## src/rtl/booth_pkg.sv

```systemverilog
// booth_pkg: shared types and constants for the radix-2 Booth controller.
//   booth_state_t : FSM state encoding (IDLE..DONE).
//   booth_ctrl_t  : bundle of registered control strobes, plus the decoder
//                   that maps a state onto that bundle (Moore outputs).
//   BOOTH_ADD/SUB : {Q[0], Q_prev} patterns that select add / subtract.
package booth_pkg;

   typedef enum logic [2:0] {
      IDLE,
      LOAD,
      EVAL,
      ADD,
      SUB,
      SHIFT,
      DONE
   } booth_state_t;

   // {Q[0], Q_prev} = 01 -> end of a run of ones -> add M.
   // {Q[0], Q_prev} = 10 -> start of a run of ones -> subtract M.
   localparam logic [1:0] BOOTH_ADD = 2'b01;
   localparam logic [1:0] BOOTH_SUB = 2'b10;

   localparam int BOOTH_WIDTH = 8;

   typedef struct packed {
      logic load_m;
      logic load_q;
      logic reset_a;
      logic reset_qprev;
      logic add_m;
      logic subs_m;
      logic shift_all;
      logic busy;
      logic done;
   } booth_ctrl_t;

   // Moore output decode. Only ADD, SUB and SHIFT drive an arithmetic
   // strobe, and each drives exactly one, so the three are mutually
   // exclusive by construction.
   function automatic booth_ctrl_t booth_decode(input booth_state_t s);
      booth_ctrl_t c;
      c = '0;
      case (s)
         LOAD: begin
            c.load_m      = 1'b1;
            c.load_q      = 1'b1;
            c.reset_a     = 1'b1;
            c.reset_qprev = 1'b1;
         end
         ADD:     c.add_m     = 1'b1;
         SUB:     c.subs_m    = 1'b1;
         SHIFT:   c.shift_all = 1'b1;
         DONE:    c.done      = 1'b1;
         default: ;
      endcase
      c.busy = (s != IDLE);
      return c;
   endfunction

endpackage

```

## src/rtl/booth_controller.sv

```systemverilog
// booth_controller: control FSM for a radix-2 Booth multiplier datapath.
//   Sequences LOAD, then WIDTH iterations of EVAL -> [ADD|SUB] -> SHIFT,
//   then DONE. All outputs are registered and decoded from the state.
// Ports:
//   clk, reset      - clock; asynchronous active-high reset
//   start           - multiply request, sampled only in IDLE
//   Qo_Qprev        - registered {Q[0], Q_prev} from the datapath
//   load_M, load_Q, reset_A, reset_Qprev, add_M, subs_M, shift_all
//                   - datapath control strobes
//   busy            - high from LOAD through DONE inclusive
//   done            - completion indication
//   ack             - only with BOOTH_DONE_HOLD_EN: releases DONE
// Build option BOOTH_DONE_HOLD_EN: hold DONE until ack is sampled high;
// without it DONE lasts a single cycle.
module booth_controller
   import booth_pkg::*;
#(
   parameter int WIDTH = BOOTH_WIDTH
) (
   input  logic       clk,
   input  logic       reset,
   input  logic       start,
   input  logic [1:0] Qo_Qprev,
`ifdef BOOTH_DONE_HOLD_EN
   input  logic       ack,
`endif
   output logic       load_M,
   output logic       load_Q,
   output logic       reset_A,
   output logic       reset_Qprev,
   output logic       add_M,
   output logic       subs_M,
   output logic       shift_all,
   output logic       busy,
   output logic       done
);

   // Counter must reach WIDTH after the last shift without wrapping.
   localparam int CNT_W = $clog2(WIDTH + 1);
   localparam logic [CNT_W-1:0] LAST_ITER = CNT_W'(WIDTH - 1);
   localparam logic [CNT_W-1:0] CNT_ONE   = CNT_W'(1);

   booth_state_t     state_q, state_d;
   logic [CNT_W-1:0] cnt_q, cnt_d;
   booth_ctrl_t      ctrl_q, ctrl_d;

   always_comb begin
      state_d = state_q;
      cnt_d   = cnt_q;
      case (state_q)
         IDLE: begin
            if (start) begin
               state_d = LOAD;
            end
         end
         LOAD: begin
            cnt_d   = '0;
            state_d = EVAL;
         end
         EVAL: begin
            // Qo_Qprev is a registered datapath output, stable all cycle.
            case (Qo_Qprev)
               BOOTH_SUB: state_d = SUB;
               BOOTH_ADD: state_d = ADD;
               default:   state_d = SHIFT;
            endcase
         end
         ADD:   state_d = SHIFT;
         SUB:   state_d = SHIFT;
         SHIFT: begin
            cnt_d = cnt_q + CNT_ONE;
            // Decision uses the pre-increment count.
            if (cnt_q == LAST_ITER) begin
               state_d = DONE;
            end else begin
               state_d = EVAL;
            end
         end
         DONE: begin
`ifdef BOOTH_DONE_HOLD_EN
            if (ack) begin
               state_d = IDLE;
            end
`else
            state_d = IDLE;
`endif
         end
         default: state_d = IDLE;
      endcase
      // Outputs are decoded from the next state and registered alongside
      // it, so they are glitch-free yet still track the current state.
      ctrl_d = booth_decode(state_d);
   end

   always_ff @(posedge clk or posedge reset) begin
      if (reset) begin
         state_q <= IDLE;
         cnt_q   <= '0;
         ctrl_q  <= '0;
      end else begin
         state_q <= state_d;
         cnt_q   <= cnt_d;
         ctrl_q  <= ctrl_d;
      end
   end

   assign load_M      = ctrl_q.load_m;
   assign load_Q      = ctrl_q.load_q;
   assign reset_A     = ctrl_q.reset_a;
   assign reset_Qprev = ctrl_q.reset_qprev;
   assign add_M       = ctrl_q.add_m;
   assign subs_M      = ctrl_q.subs_m;
   assign shift_all   = ctrl_q.shift_all;
   assign busy        = ctrl_q.busy;
   assign done        = ctrl_q.done;

endmodule

```

## config.mk

```make
export PLATFORM = sky130hd
export DESIGN_NAME = booth_controller
export DESIGN_NICKNAME = d
export VERILOG_FILES = /design/src/rtl/booth_pkg.sv /design/src/rtl/booth_controller.sv
export SDC_FILE = /design/constraint.sdc
export NUM_CORES = 1
export LEC_CHECK = 0
export ABC_AREA = 1
export CAP_MARGIN = 20
export CORE_AREA = 2 2 39 41
export CTS_CLUSTER_SIZE = 14
export DETAILED_ROUTE_END_ITERATION = 8
export DIE_AREA = 0 0 41 43
export PLACE_DENSITY = 0.76
export RECOVER_POWER = 25
export SLEW_MARGIN = 20
export SYNTH_ARGS = -nofsm -noshare
export SYNTH_HDL_FRONTEND = slang
export SYNTH_SLANG_ARGS = --single-unit
```

## constraint.sdc

```tcl
create_clock -name clk -period 4.2 [get_ports clk]
set_clock_uncertainty 0.2 [all_clocks]
set_input_delay 0.84 -clock clk [delete_from_list [all_inputs] [get_ports clk]]
set_output_delay 0.84 -clock clk [all_outputs]
set_load 0.01 [all_outputs]
```

### Yosys cells after proc, flatten, opt, wreduce, memory -nomap -nowiden

Cells that the tools add are included.

| word-level totals | value |
|---|---|
| flip-flop bits (word level) | 16 |
| input bits | 5 |
| output and inout bits | 9 |

| cells by class | value |
|---|---|
| add/sub/neg operators | 1 |
| equality and inequality tests | 13 |
| mux-type cells | 10 |
| reductions and logical operators | 4 |

Operators with widths:

| operator | count |
|---|---|
| $eq A3 B3 Y1 const B | 5 |
| $pmux W3 S5 | 1 |
| $eq A3 B2 Y1 const B | 3 |
| $pmux W4 S2 | 1 |
| $eq A3 B1 Y1 const B | 2 |
| $mux W3 | 2 |
| $pmux W3 S2 | 1 |
| $add A4 B1 Y4 const B | 1 |
| $eq A4 B3 Y1 const B | 1 |
| $mux W1 | 4 |
| $mux W4 | 1 |
| $logic_not A3 Y1 | 1 |
| $reduce_bool A3 Y1 | 1 |
| $eq A2 B1 Y1 const B | 1 |
| $eq A2 B2 Y1 const B | 1 |
| $reduce_bool A2 Y1 | 1 |
| $reduce_or A2 Y1 | 1 |

### Logic depth before layout (Yosys ltp)

Gate-level depths: netlist of run 1.

| logic depth | value |
|---|---|
| depth in word-level cells | 5 |
| gate-level depth with buffers | 7 |
| mapped depth without buffers | 7 |

### Worst setup path before layout of run 1

Ideal clock, no wire load.

| timing | value |
|---|---|
| path type | input-to-reg |
| from | input port Qo_Qprev[1] |
| to | register ctrl_q (netlist bit busy) |
| setup time | 121 ps |
| arrival | 1324 ps |
| path slack | 2555 ps |
| cell stages on the path | 6 |
| path buffers | 0 |
| path through | inv_1 > nand2_1 > o21ai_0 > inv_1 > nor2_2 > nand2_1 |

RTL lines:

| what | RTL line | text |
|---|---|---|
| start: declaration | booth_controller.sv:23 | `input logic [1:0] Qo_Qprev,` |
| end signal: assignment | booth_controller.sv:103 | `ctrl_q <= ctrl_d;` |
| end: declaration | booth_controller.sv:45 | `booth_ctrl_t ctrl_q, ctrl_d;` |

==> results.yml, run 1 <==
drt:
  vias: 500
  wl_per_cell_um: 9.705
  viasPerCell: 4.762
  drcViolationCount: 0
  dr.pass1.iters: 5
  ant_nets: 0
  wirelength_um: 1019
  drtIter0Drc: 6
timing:
  finalCritPeriodShare: 0.5321
  fin_crit_ns: 2.235
  rsz0062_at_grt: "false"
  hold_viol_final: 0
  fmax_ghz: 0.4475
  setup_violations: 0
  final_max_slew_viol_count: 0
  tightest_slew_ns: 0.4789
  hold_ws_ns: 0.3264
  slew_headroom: 0.6804
  setup_tns_ns: 0
clocking:
  cts_num_sinks: 13
  cts_setup_buffers: 0
  root_buffer: "clkbuf_4"
  htree_num_levels: 1
  hold_buffers: 0
  insertion_delay_ns: 0.26
  cts_max_path_buffers: 2
  cts_buffers: 3
  path_clk_slew_ns: 0.07
  post_cts_resized: 0
  cts_tree: "yes"
setup_path:
  max_stage_delay_ns: 0.55
  worstPathArrival_ns: 1.19
  critPathMaxFanout: 4
  worst_setup_path_start_kind: "register"
  crit_path_end_kind: "output pin"
  crit_type: "reg -> out"
  crit_path_top_delay_cell: "clkdlybuf4s50_1"
  path_buf_inv: 1
  cp.required_ns: 3.16
  crit_family: "buffers and inverters"
  crit_chain: "clkdlybuf4s50_1"
floorplanning:
  core_um2: 1384
  rows: 14
  chipHeight_um: 43
  die_x_um: 41
  ios: 14
  die_area_um2: 1763
  initial_utilization: 0.4548
run:
  max_cap_violations: 0
hold_path:
  holdCritPathClass: "reg -> reg"
finish:
  area_delta_synth_final_pct: 24.45
  fillers: 135
  drive_gt1_frac: 0.1236
  n_antenna_cell: 0
  final_nets: 96
  final_util: 0.5660
synthesis:
  synth_top_flop_cell: "dfrtp_1"
  syn_inst: 75
  ys_seq_area_frac: 0.5169
  synth_xor_area_frac: 0
  syn_avg_cell_area_um2: 8.391
  synth-adder-area-share: 0.01988
  synth_edf_count: 0
  yosys_warnings: 0
  async_flop_share: 1.000
  synthMuxAreaShare: 0
  synth_top_family_by_area: "simple AND/OR/NAND/NOR gates"
  syn_area_um2: 629.4
  synth_fp_nets: 81
  ys_ff_latch: 13
  synth_cell_type_count: 18
  synth_compound_area_frac: 0.06561
  synth_simple_gate_area_frac: 0.2843
place:
  dpl.hpwl_um: 826.2
  gp_congestion: 0.7933
  portBuffers: 13
global_route:
  grt_first_pass_wirelength_um: 1690
  grt_remaining_overflow: 0
  grt_max_degree: 14
  grt_antenna_before_repair: 0
  grt_pass1_vias: 448
  track_usage: 0.1430
power:
  p_per_area_nw_per_um2: 593.0
  leakage_nw: 0.4160
  vdd_drop_max_mv: 0.2942
status:
  status: "finished clean"
-- flip-flops by register name, summed over array words and instances, names as in the netlist --
| signal | count |
|---|---|
| state_q | 3 |
| busy | 1 |
| add_M | 1 |
| done | 1 |
| cnt_q | 4 |
| subs_M | 1 |
| load_M | 1 |
| shift_all | 1 |
-- worst paths after layout --
| check | start | end | slack [ns] | depth (start not counted) |
|---|---|---|---|---|
| worst max-delay path | load_M | reset_A | 1.97 | 1 |
| worst min-delay path | state_q[2] | load_M | 0.33 | 1 |
| worst max register to register | cnt_q[0] | subs_M | 2.76 | 7 |
| worst min register to register | state_q[2] | load_M | 0.33 | 1 |
| max in group asynchronous | reset | state_q[2] | 2.65 | 2 |
| min in group asynchronous | reset | cnt_q[1] | 0.82 | 2 |
-- metrics by stage --
stage / instances / power, mW / instance area, um^2 / setup WS [ns]
after floorplan: 75 / 0.3305 / 629.4 / 2.555
after global placement: 101 / 0.3928 / 757.0 / 2.061
after detailed placement: 101 / 0.3951 / 757.0 / 2.025
after CTS: 105 / 0.4701 / 783.3 / 1.947
after global routing: 105 / 0.5048 / 783.3 / 1.909
final: 105 / 0.4645 / 783.3 / 1.965
-- cell type report --
cell class              count  area (um^2)  area share
inverters                  13        48.80     0.06230
repair buffers             13        130.1      0.1661
flip-flops and latches     13        325.3      0.4153
multi-input cells          46        232.7      0.2971
clock buffers               4        26.28     0.03355
well taps                  16        20.02     0.02556
-- per-layer routing --
| metal | up-vias | wire length, um | track usage |
|---|---|---|---|
| met5 | - | 0 | 0 |
| met4 | 0 | 14 | 0.08000 |
| met3 | 2 | 26 | 0.03141 |
| met2 | 7 | 512 | 0.2094 |
| met1 | 231 | 465 | 0.1871 |
| li1 | 260 | - | - |
-- where the power goes --
part	leakage, nW	internal [mW]	switching, mW
clock network	0.0150	0.0367	0.0364
logic	0.230	0.0874	0.111
registers	0.171	0.160	0.0337
-- layout by cell type (no fill, tap or decap) --
master           instances
nand2_1                 15
dfrtp_1                 13
nor2_1                  12
clkdlybuf4s50_1         12
inv_1                   11
nand3_1                  5
o21ai_0                  3
clkbuf_4                 3
inv_2                    2
nand2_2                  2
nor2_4                   1
a22o_1                   1
nor2_2                   1
nand3_2                  1
o21ai_1                  1
nor4_1                   1
nand4_1                  1
o31ai_2                  1
ha_1                     1
clkbuf_1                 1
dlygate4sd3_1            1
-- logic make-up after synthesis --
logic type	count (synthesis)
and+or+nand+nor	39
buffers and inverters	16
AOI/OAI and AO/OA	6
adders and majority gates	1
DFF	13
-- synth_stat cells, types with 2 or more instances --
library cell | n | area [um^2]
nand2_1 | 15 | 56.30
dfrtp_1 | 13 | 325.3
nor2_1 | 12 | 45.04
inv_1 | 11 | 41.29
nand3_1 | 5 | 25.02
buf_4 | 3 | 22.52
o21ai_0 | 3 | 15.01
inv_2 | 2 | 7.510
nand2_2 | 2 | 12.51
-- worst reg2reg max path, stage by stage (launching register included) --
cell,delay [ns]
dfrtp_1,0.43
ha_1,0.23
nand2_1,0.09
nor2_1,0.05
nand2_2,0.07
nand2_1,0.07
nor2_2,0.13
nor2_1,0.07
No activity file was read; power rests on OpenSTA's default activity.
==> run 2, diff against run 1 <==
Settings changed: CORE_AREA 2 2 39 41 to not set, CORE_UTILIZATION set to 42, DIE_AREA 0 0 41 43 to not set, PLACE_DENSITY 0.76 to 0.71.
Clock period 4.2 ns to 2 ns, I/O delays scaled along.
==> run 2 against run 1 <==
Utilization increased by 1.3 points. Via count shrank 1.2%. Combinational power grew 110%. Power increased by 110%. Largest cell class unchanged. Largest power group unchanged. Highest routed layer unchanged.
==> results.yml, run 2 (synthesis gave the netlist of run 1 again) <==
setup_path:
  critPathMaxFanout: 4
  crit_type: "reg -> out"
  max_stage_delay_ns: 0.55
  rrSetupSlack_ns: 0.54
  worstPathArrival_ns: 1.20
  crit_path_top_delay_cell: "clkdlybuf4s50_1"
  crit_family: "buffers and inverters"
  cp.depth: 1
  crit_path_end_kind: "output pin"
  path_buf_inv: 1
  crit_chain: "clkdlybuf4s50_1"
  cp.required_ns: 1.40
  rr_worst_depth: 7
  worst_setup_path_start_kind: "register"
timing:
  setup_tns_ns: 0
  setup_violations: 0
  rsz0062_at_grt: "false"
  hold_viol_final: 0
  final_max_slew_viol_count: 0
  fmax_ghz: 0.5564
  fin_ws_ns: 0.2029
  finalCritPeriodShare: 0.8986
  fin_crit_ns: 1.797
  tightest_slew_ns: 0.4833
  slew_headroom: 0.6775
hold_path:
  whs_path_depth: 1
  holdCritPathClass: "reg -> reg"
clocking:
  path_clk_slew_ns: 0.08
  root_buffer: "clkbuf_4"
  cts_num_sinks: 13
  post_cts_resized: 0
  insertion_delay_ns: 0.28
  cts_buffers: 3
  hold_buffers: 0
  cts_tree: "yes"
  htree_num_levels: 1
  cts_setup_buffers: 0
  cts_max_path_buffers: 2
global_route:
  grt_first_pass_wirelength_um: 1607
  grt_remaining_overflow: 0
  grt_antenna_before_repair: 0
  grt_pass1_vias: 416
  grt_max_degree: 14
  track_usage: 0.1550
floorplanning:
  die_area_um2: 1657
  ios: 14
  chipHeight_um: 40.71
  rows: 13
  initial_utilization: 0.4662
  core_um2: 1350
  die_x_um: 40.71
drt:
  dr.pass1.iters: 4
  wirelength_um: 1047
  drtIter0Drc: 8
  ant_nets: 0
  drcViolationCount: 0
  wl_per_cell_um: 10.07
  vias: 494
  viasPerCell: 4.750
power:
  p_per_area_nw_per_um2: 1262
  leakage_nw: 0.4163
  vdd_drop_max_mv: 0.7065
finish:
  finalInstanceArea_um2: 782.0
  drive_gt1_frac: 0.1236
  final_nets: 96
  regMostFlops: "cnt_q"
  area_delta_synth_final_pct: 24.25
  largest_reg_flops: 4
  final_cell_mix: "15 x nand2_1, 13 x dfrtp_1, 12 x nor2_1"
  mostFrequentLayoutCell: "nand2_1"
  final_util: 0.5792
  reg_top3: "cnt_q: 4 flops, state_q: 3 flops"
  n_antenna_cell: 0
place:
  dpl.hpwl_um: 812.8
  post_dp_cell_area_um2: 755.7
  post-place-ws_ns: 0.2720
  portBuffers: 13
  gp_congestion: 0.8378
run:
  max_cap_violations: 0
status:
  status: "finished clean"
## run 2: final timing paths
path / from / end
worst max-delay path: load_M / reset_Qprev
worst min-delay path: state_q[0] / load_M
worst max register to register: cnt_q[0] / subs_M
worst min register to register: state_q[0] / load_M
max in group asynchronous: reset / load_M
min in group asynchronous: reset / done
## run 2: layout make-up
type,instances,area (um^2)
timing repair buffer,13,130.1
inverter,13,48.80
sequential,13,325.3
multi-input combinational,46,232.7
fill,111,568.0
clock buffer,4,26.28
tap,15,18.77
## run 2: through the flow
stage,cells,power [mW],hold WS [ns]
3_3_place_gp,100,0.8290,0.3235
3_5_place_dp,100,0.8287,0.3323
6_report,104,0.9871,0.3504
4_1_cts,104,0.9942,0.2443
2_1_floorplan,75,0.6941,0.07696
5_1_grt,104,1.064,0.3640
## run 2: per-layer routing
metal / routed length (um) / global-route usage / part of all wire
met4: 14 / 0.05000 / 0.013
met2: 499 / 0.2421 / 0.48
met3: 35 / 0.08152 / 0.033
met5: 0 / 0 / 0
met1: 497 / 0.1821 / 0.47
## run 2: power by group
group	switching, mW	internal [mW]
clock network	0.0892	0.0774
logic	0.231	0.184
registers	0.0708	0.335
